[src/rtl/seven_segments_value_decoder_if.sv]
// rtl/seven_segments_value_decoder_if.sv - request/result bundle for the seven-segment value decoder
interface seven_segments_value_decoder_if;
  logic [7:0] i_value;
  logic       i_hex_mode;
  logic       i_valid;
  logic       o_busy;
  logic       o_done;
  logic [6:0] o_segments_digit_0;
  logic [6:0] o_segments_digit_1;

  modport master (
    output i_value, i_hex_mode, i_valid,
    input  o_busy, o_done, o_segments_digit_0, o_segments_digit_1
  );

  modport slave (
    input  i_value, i_hex_mode, i_valid,
    output o_busy, o_done, o_segments_digit_0, o_segments_digit_1
  );
endinterface

[src/rtl/seven_segments_value_decoder.sv]
// rtl/seven_segments_value_decoder.sv - 8-bit value to two seven-segment patterns (decimal via double dabble, or hex)
module seven_segments_value_decoder #(
  parameter bit BLANK_LEADING_ZERO = 1'b1
) (
  input logic                          i_clock,
  input logic                          i_reset_n,
  seven_segments_value_decoder_if.slave bus
);

  typedef enum logic [1:0] {IDLE, CONVERT, DECODE} state_t;

  state_t      state, state_next;
  logic [19:0] shift;
  logic [19:0] adjusted;
  logic [2:0]  count;
  logic        hex_q;
  logic        accept;
  logic [3:0]  hi_src, lo_src;
  logic        dash;
  logic [6:0]  seg_hi_next, seg_lo_next;
  logic [6:0]  seg_hi, seg_lo;
  logic        done;

  function automatic logic [6:0] glyph(input logic [3:0] d);
    case (d)
      4'h0: glyph = 7'h3F;
      4'h1: glyph = 7'h06;
      4'h2: glyph = 7'h5B;
      4'h3: glyph = 7'h4F;
      4'h4: glyph = 7'h66;
      4'h5: glyph = 7'h6D;
      4'h6: glyph = 7'h7D;
      4'h7: glyph = 7'h07;
      4'h8: glyph = 7'h7F;
      4'h9: glyph = 7'h6F;
      4'hA: glyph = 7'h77;
      4'hB: glyph = 7'h7C;
      4'hC: glyph = 7'h39;
      4'hD: glyph = 7'h5E;
      4'hE: glyph = 7'h79;
      default: glyph = 7'h71;
    endcase
  endfunction

  function automatic logic [3:0] add3(input logic [3:0] n);
    add3 = (n >= 4'd5) ? n + 4'd3 : n;
  endfunction

  // Hundreds/tens/ones occupy [19:8]; the binary value shifts out of [7:0].
  always_comb begin
    adjusted = {add3(shift[19:16]), add3(shift[15:12]), add3(shift[11:8]), shift[7:0]};
  end

  always_comb begin
    state_next = state;
    accept     = 1'b0;
    case (state)
      IDLE: begin
        if (bus.i_valid) begin
          accept     = 1'b1;
          state_next = bus.i_hex_mode ? DECODE : CONVERT;
        end
      end
      CONVERT: begin
        if (count == 3'd7) state_next = DECODE;
      end
      DECODE:  state_next = IDLE;
      default: state_next = IDLE;
    endcase
  end

  // Hex mode reuses the low byte of the shift register as the latched value.
  always_comb begin
    hi_src = shift[15:12];
    lo_src = shift[11:8];
    dash   = 1'b0;
    if (hex_q) begin
      hi_src = shift[7:4];
      lo_src = shift[3:0];
    end else begin
      dash = (shift[19:16] != 4'd0);
    end
    seg_lo_next = dash ? 7'h40 : glyph(lo_src);
    if (dash)
      seg_hi_next = 7'h40;
    else if (BLANK_LEADING_ZERO && hi_src == 4'd0)
      seg_hi_next = 7'h00;
    else
      seg_hi_next = glyph(hi_src);
  end

  always_ff @(posedge i_clock or negedge i_reset_n) begin
    if (!i_reset_n) begin
      state  <= IDLE;
      shift  <= '0;
      count  <= '0;
      hex_q  <= 1'b0;
      seg_hi <= 7'h00;
      seg_lo <= 7'h00;
      done   <= 1'b0;
    end else begin
      state <= state_next;
      done  <= 1'b0;
      if (accept) begin
        shift <= {12'b0, bus.i_value};
        count <= 3'd0;
        hex_q <= bus.i_hex_mode;
      end else if (state == CONVERT) begin
        shift <= adjusted << 1;
        count <= count + 3'd1;
      end
      if (state == DECODE) begin
        seg_hi <= seg_hi_next;
        seg_lo <= seg_lo_next;
        done   <= 1'b1;
      end
    end
  end

  assign bus.o_busy             = (state != IDLE);
  assign bus.o_done             = done;
  assign bus.o_segments_digit_0 = seg_lo;
  assign bus.o_segments_digit_1 = seg_hi;

endmodule

[src/flat_wrapper.sv]
// flat-port wrapper written by rule: the top's interface ports become plain ports
module seven_segments_value_decoder_flat 
#(
  parameter bit BLANK_LEADING_ZERO = 1'b1
)
  (i_clock, i_reset_n, bus_i_value, bus_i_hex_mode, bus_i_valid, bus_o_busy, bus_o_done, bus_o_segments_digit_0, bus_o_segments_digit_1);
  seven_segments_value_decoder_if bus_i ();
  input logic i_clock;
  input logic i_reset_n;
  input wire logic [$bits(bus_i.i_value)-1:0] bus_i_value;
  input wire logic [$bits(bus_i.i_hex_mode)-1:0] bus_i_hex_mode;
  input wire logic [$bits(bus_i.i_valid)-1:0] bus_i_valid;
  output wire logic [$bits(bus_i.o_busy)-1:0] bus_o_busy;
  output wire logic [$bits(bus_i.o_done)-1:0] bus_o_done;
  output wire logic [$bits(bus_i.o_segments_digit_0)-1:0] bus_o_segments_digit_0;
  output wire logic [$bits(bus_i.o_segments_digit_1)-1:0] bus_o_segments_digit_1;
  assign bus_i.i_value = bus_i_value;
  assign bus_i.i_hex_mode = bus_i_hex_mode;
  assign bus_i.i_valid = bus_i_valid;
  assign bus_o_busy = bus_i.o_busy;
  assign bus_o_done = bus_i.o_done;
  assign bus_o_segments_digit_0 = bus_i.o_segments_digit_0;
  assign bus_o_segments_digit_1 = bus_i.o_segments_digit_1;
  seven_segments_value_decoder #(.BLANK_LEADING_ZERO(BLANK_LEADING_ZERO)) u_core (.i_clock(i_clock), .i_reset_n(i_reset_n), .bus(bus_i));
endmodule
[config.mk]
export PLATFORM = sky130hd
export DESIGN_NAME = seven_segments_value_decoder_flat
export DESIGN_NICKNAME = d
export VERILOG_FILES = /design/src/rtl/seven_segments_value_decoder_if.sv /design/src/rtl/seven_segments_value_decoder.sv /design/src/flat_wrapper.sv
export SDC_FILE = /design/constraint.sdc
export NUM_CORES = 1
export LEC_CHECK = 0
export CORE_MARGIN = 1.5
export CORE_UTILIZATION = 41
export CTS_CLUSTER_DIAMETER = 50
export DETAILED_ROUTE_END_ITERATION = 16
export GPL_ROUTABILITY_DRIVEN = 0
export SYNTH_ARGS = -nofsm -noshare
export SYNTH_HDL_FRONTEND = slang
export SYNTH_SLANG_ARGS = --single-unit
export TNS_END_PERCENT = 20
[constraint.sdc]
create_clock -name i_clock -period 1.9 [get_ports i_clock]
set_input_delay 0.38 -clock i_clock [delete_from_list [all_inputs] [get_ports i_clock]]
set_output_delay 0.38 -clock i_clock [all_outputs]
set_load 0.1 [all_outputs]
==> reports/results.tsv <==
stage	metric	value	unit
status	status	complete, no violations	
setup_path	cpLargestDelayFamily	flip-flops	
die	io_pins	28	
layout	nFillCells	541	
timing	finalSetupViolCount	0	
layout	layout-drive-gt1-share	24.5	%
layout	final_util	53.9	%
synth	synth_area_leader_cell	dfrtp_1	
die	start_util	42.7	%
timing	period_share	96.9	%
setup_path	cp-start-kind	register	
synth	ys_seq_elements	41	
setup_path	r2r_start	u_core.hex_q	
place	dpl-instance-area	3070	um2
timing	hold_viol	0	
die	fp.dieW	82	um
timing	max_freq	543	MHz
timing	rsz0062_at_grt	true	
layout	layoutNonFillerInstCount	369	
setup_path	worst_path_largest_cell_delay	0.50	ns
layout	diodes	0	
timing	timing.final.max_slew_violations	0	
clocking	cts_tree	yes	
setup_path	cp_max_fo	6	
synth	seq_area_frac_synth	40.1	%
place	dpl.cell_count	360	
grt	grt_pass1_wl	9.25	mm
synth	ys_warn_count	0	
synth	synth.area.top_cells	dfrtp_1 (40%), ha_1 (10%), mux2i_1 (6.3%), a22o_1 (3.8%), a22oi_1 (2.9%)	
grt	antenna_found_initial	0	
routing	vias	1971	
layout	postLayoutCellArea	3230	um2
layout	multiInputGateArea	1460	um2
setup_path	critical_path_class	register to register	
grt	grt_overflow	0	
routing	postRouteAntennaNets	0	
layout	layout_common_cells	dfrtp_1 (40), buf_4 (31), nand2_1 (18), ha_1 (18)	
synth	synth.distinct_cells	44	
clocking	clk_pin_slew_worst_paths	0.08	ns
layout	area_growth	26.2	%
flow_run	cap_viol_max_count	0	
grt	track_usage	18.2	%
setup_path	crit_buf_inv	2	
synth	synth.avg_cell_area	10.3	um2
timing	fin_worst_skew	0.00998	ns
clocking	cts_buffers	5	
die	placementRows	28	
worst_hold_path	hold_path_class	input pin to async pin	
setup_path	crit_path_end_kind	register	
clocking	clockRootBuffer	clkbuf_8	
synth	syn_inst	249	
synth	synth_area	2560	um2
timing	hold_slack	0.00963	ns
grt	grt_max_degree	18	
layout	layout.nets	326	
layout	final_common_cell	dfrtp_1	
die	die_y	82	um
synth	synth_flop_cell	dfrtp_1	
routing	via_per_inst	5.34	
clocking	cts_max_level	2	
clocking	clk_latency	0.29	ns
clocking	clock_sinks	41	
die	die-area	6720	um2
setup_path	crit_required	2.14	ns
synth	synthArstFlopShare	100	%
timing	final.min_clock_period	1.84	ns
clocking	clk_path_buf_depth	2	
setup_path	cp_cell_sequence	buf_6 > mux2i_4 > buf_4 > ha_1 > or3_1 > o211ai_1 > a22o_2	
grt	first_global_vias	1901	
routing	first_pass_iters	4	
synth	synth_edf_count	0	
setup_path	cp_slowest_cell	dfrtp_2	
setup_path	crit_start	u_core.hex_q	
synth	synth_top_area_share	40.1	%
routing	drc	0	
timing	slew_headroom	72.3	%
routing	wire_per_inst	14.7	um
routing	wirelength	5.43	mm
layout	seq_area	1030	um2
setup_path	cp.arrival	2.08	ns
routing	drtIter0Drc	78	
die	core_area	5990	um2
synth	synth_nets	282	
timing	tightest_slew	0.415	ns
place	port_buffers	27	
place	dp_hpwl	4.12	mm
[cells by family after synthesis]
logic type	synth area share, %
compound gates	21.1
xor+xnor	2.05
fa+ha+maj	10.3
buf+inv	4.84
flops	40.1
mux	12.0
simple gates	9.63
[routing by layer]
layer	vias up	GRT usage, %	wire (um)
met1	939	23.3	2630
met3	7	3.78	161
met4	0	5.76	79
li1	992	-	-
met2	33	30.4	2550
met5	-	0	0
[metrics by stage]
step                      TNS, ns  worst slack [ns]
after floorplan                 0            0.0106
after global placement    -0.0737           -0.0737
after detailed placement   -0.190            -0.124
after CTS                       0            0.0232
after global routing      -0.0426           -0.0179
final                           0            0.0597
[area by class of cell]
class | count | area share, %
clock inverter | 1 | 0.930
timing repair buffer | 50 | 14.9
sequential | 41 | 31.8
clock buffer | 7 | 2.67
multi-input combinational | 180 | 45.1
tap | 75 | 2.91
inverter | 15 | 1.74
[worst register-to-register path, cell delays in order, from the launching register on]
cell	delay, ns
dfrtp_2	0.50
buf_6	0.15
mux2i_4	0.17
buf_4	0.17
ha_1	0.20
or3_1	0.36
o211ai_1	0.09
a22o_2	0.15
[cell usage after synthesis, drive strengths merged, types with 3 or more instances]
| library cell | number |
|---|---|
| dfrtp | 41 |
| ha | 21 |
| mux2i | 21 |
| nand2 | 18 |
| o21ai | 17 |
| inv | 15 |
| a22o | 12 |
| a21oi | 11 |
| nor2 | 11 |
| a22oi | 10 |
| clkbuf | 10 |
| nand2b | 6 |
| a32o | 5 |
| mux2 | 5 |
| xnor2 | 5 |
| nor3 | 4 |
| o22ai | 4 |
| o31ai | 4 |
| a31oi | 3 |
| buf | 3 |
| nor3b | 3 |
| or2 | 3 |
[path summary, 6_finish.rpt]
check | slack, ns | cells after the start | to
hold / removal | 0.01 | 1 | u_core.bus.o_segments_digit_0[2]
setup reg to reg | 0.06 | 7 | u_core.bus.o_segments_digit_0[0]
hold reg to reg | 0.49 | 2 | u_core.bus.o_segments_digit_0[1]
min in group i_clock | 0.49 | 2 | u_core.bus.o_segments_digit_0[1]
setup / recovery | 0.06 | 7 | u_core.bus.o_segments_digit_0[0]
max in group asynchronous | 1.35 | 2 | u_core.hex_q
[state kept, by name (all words and copies together), names as in the netlist]
signal	cells
u_core.count	3
u_core.hex_q	1
u_core.bus.o_done	1
u_core.bus.o_segments_digit_0	7
u_core.shift	20
u_core.state	2
u_core.bus.o_segments_digit_1	7
[timing repair]
| item | CTS | global route |
|---|---|---|
| setup buffers | 0 | 1 |
| gates resized for setup | 2 | 9 |
| setup endpoints to repair | 3 | 3 |
| hold buffers | 0 | 0 |
| pin swaps | 0 | 1 |
Power is not shown: default switching activity piles up to over one toggle a cycle in this logic, so the estimate is an artifact.
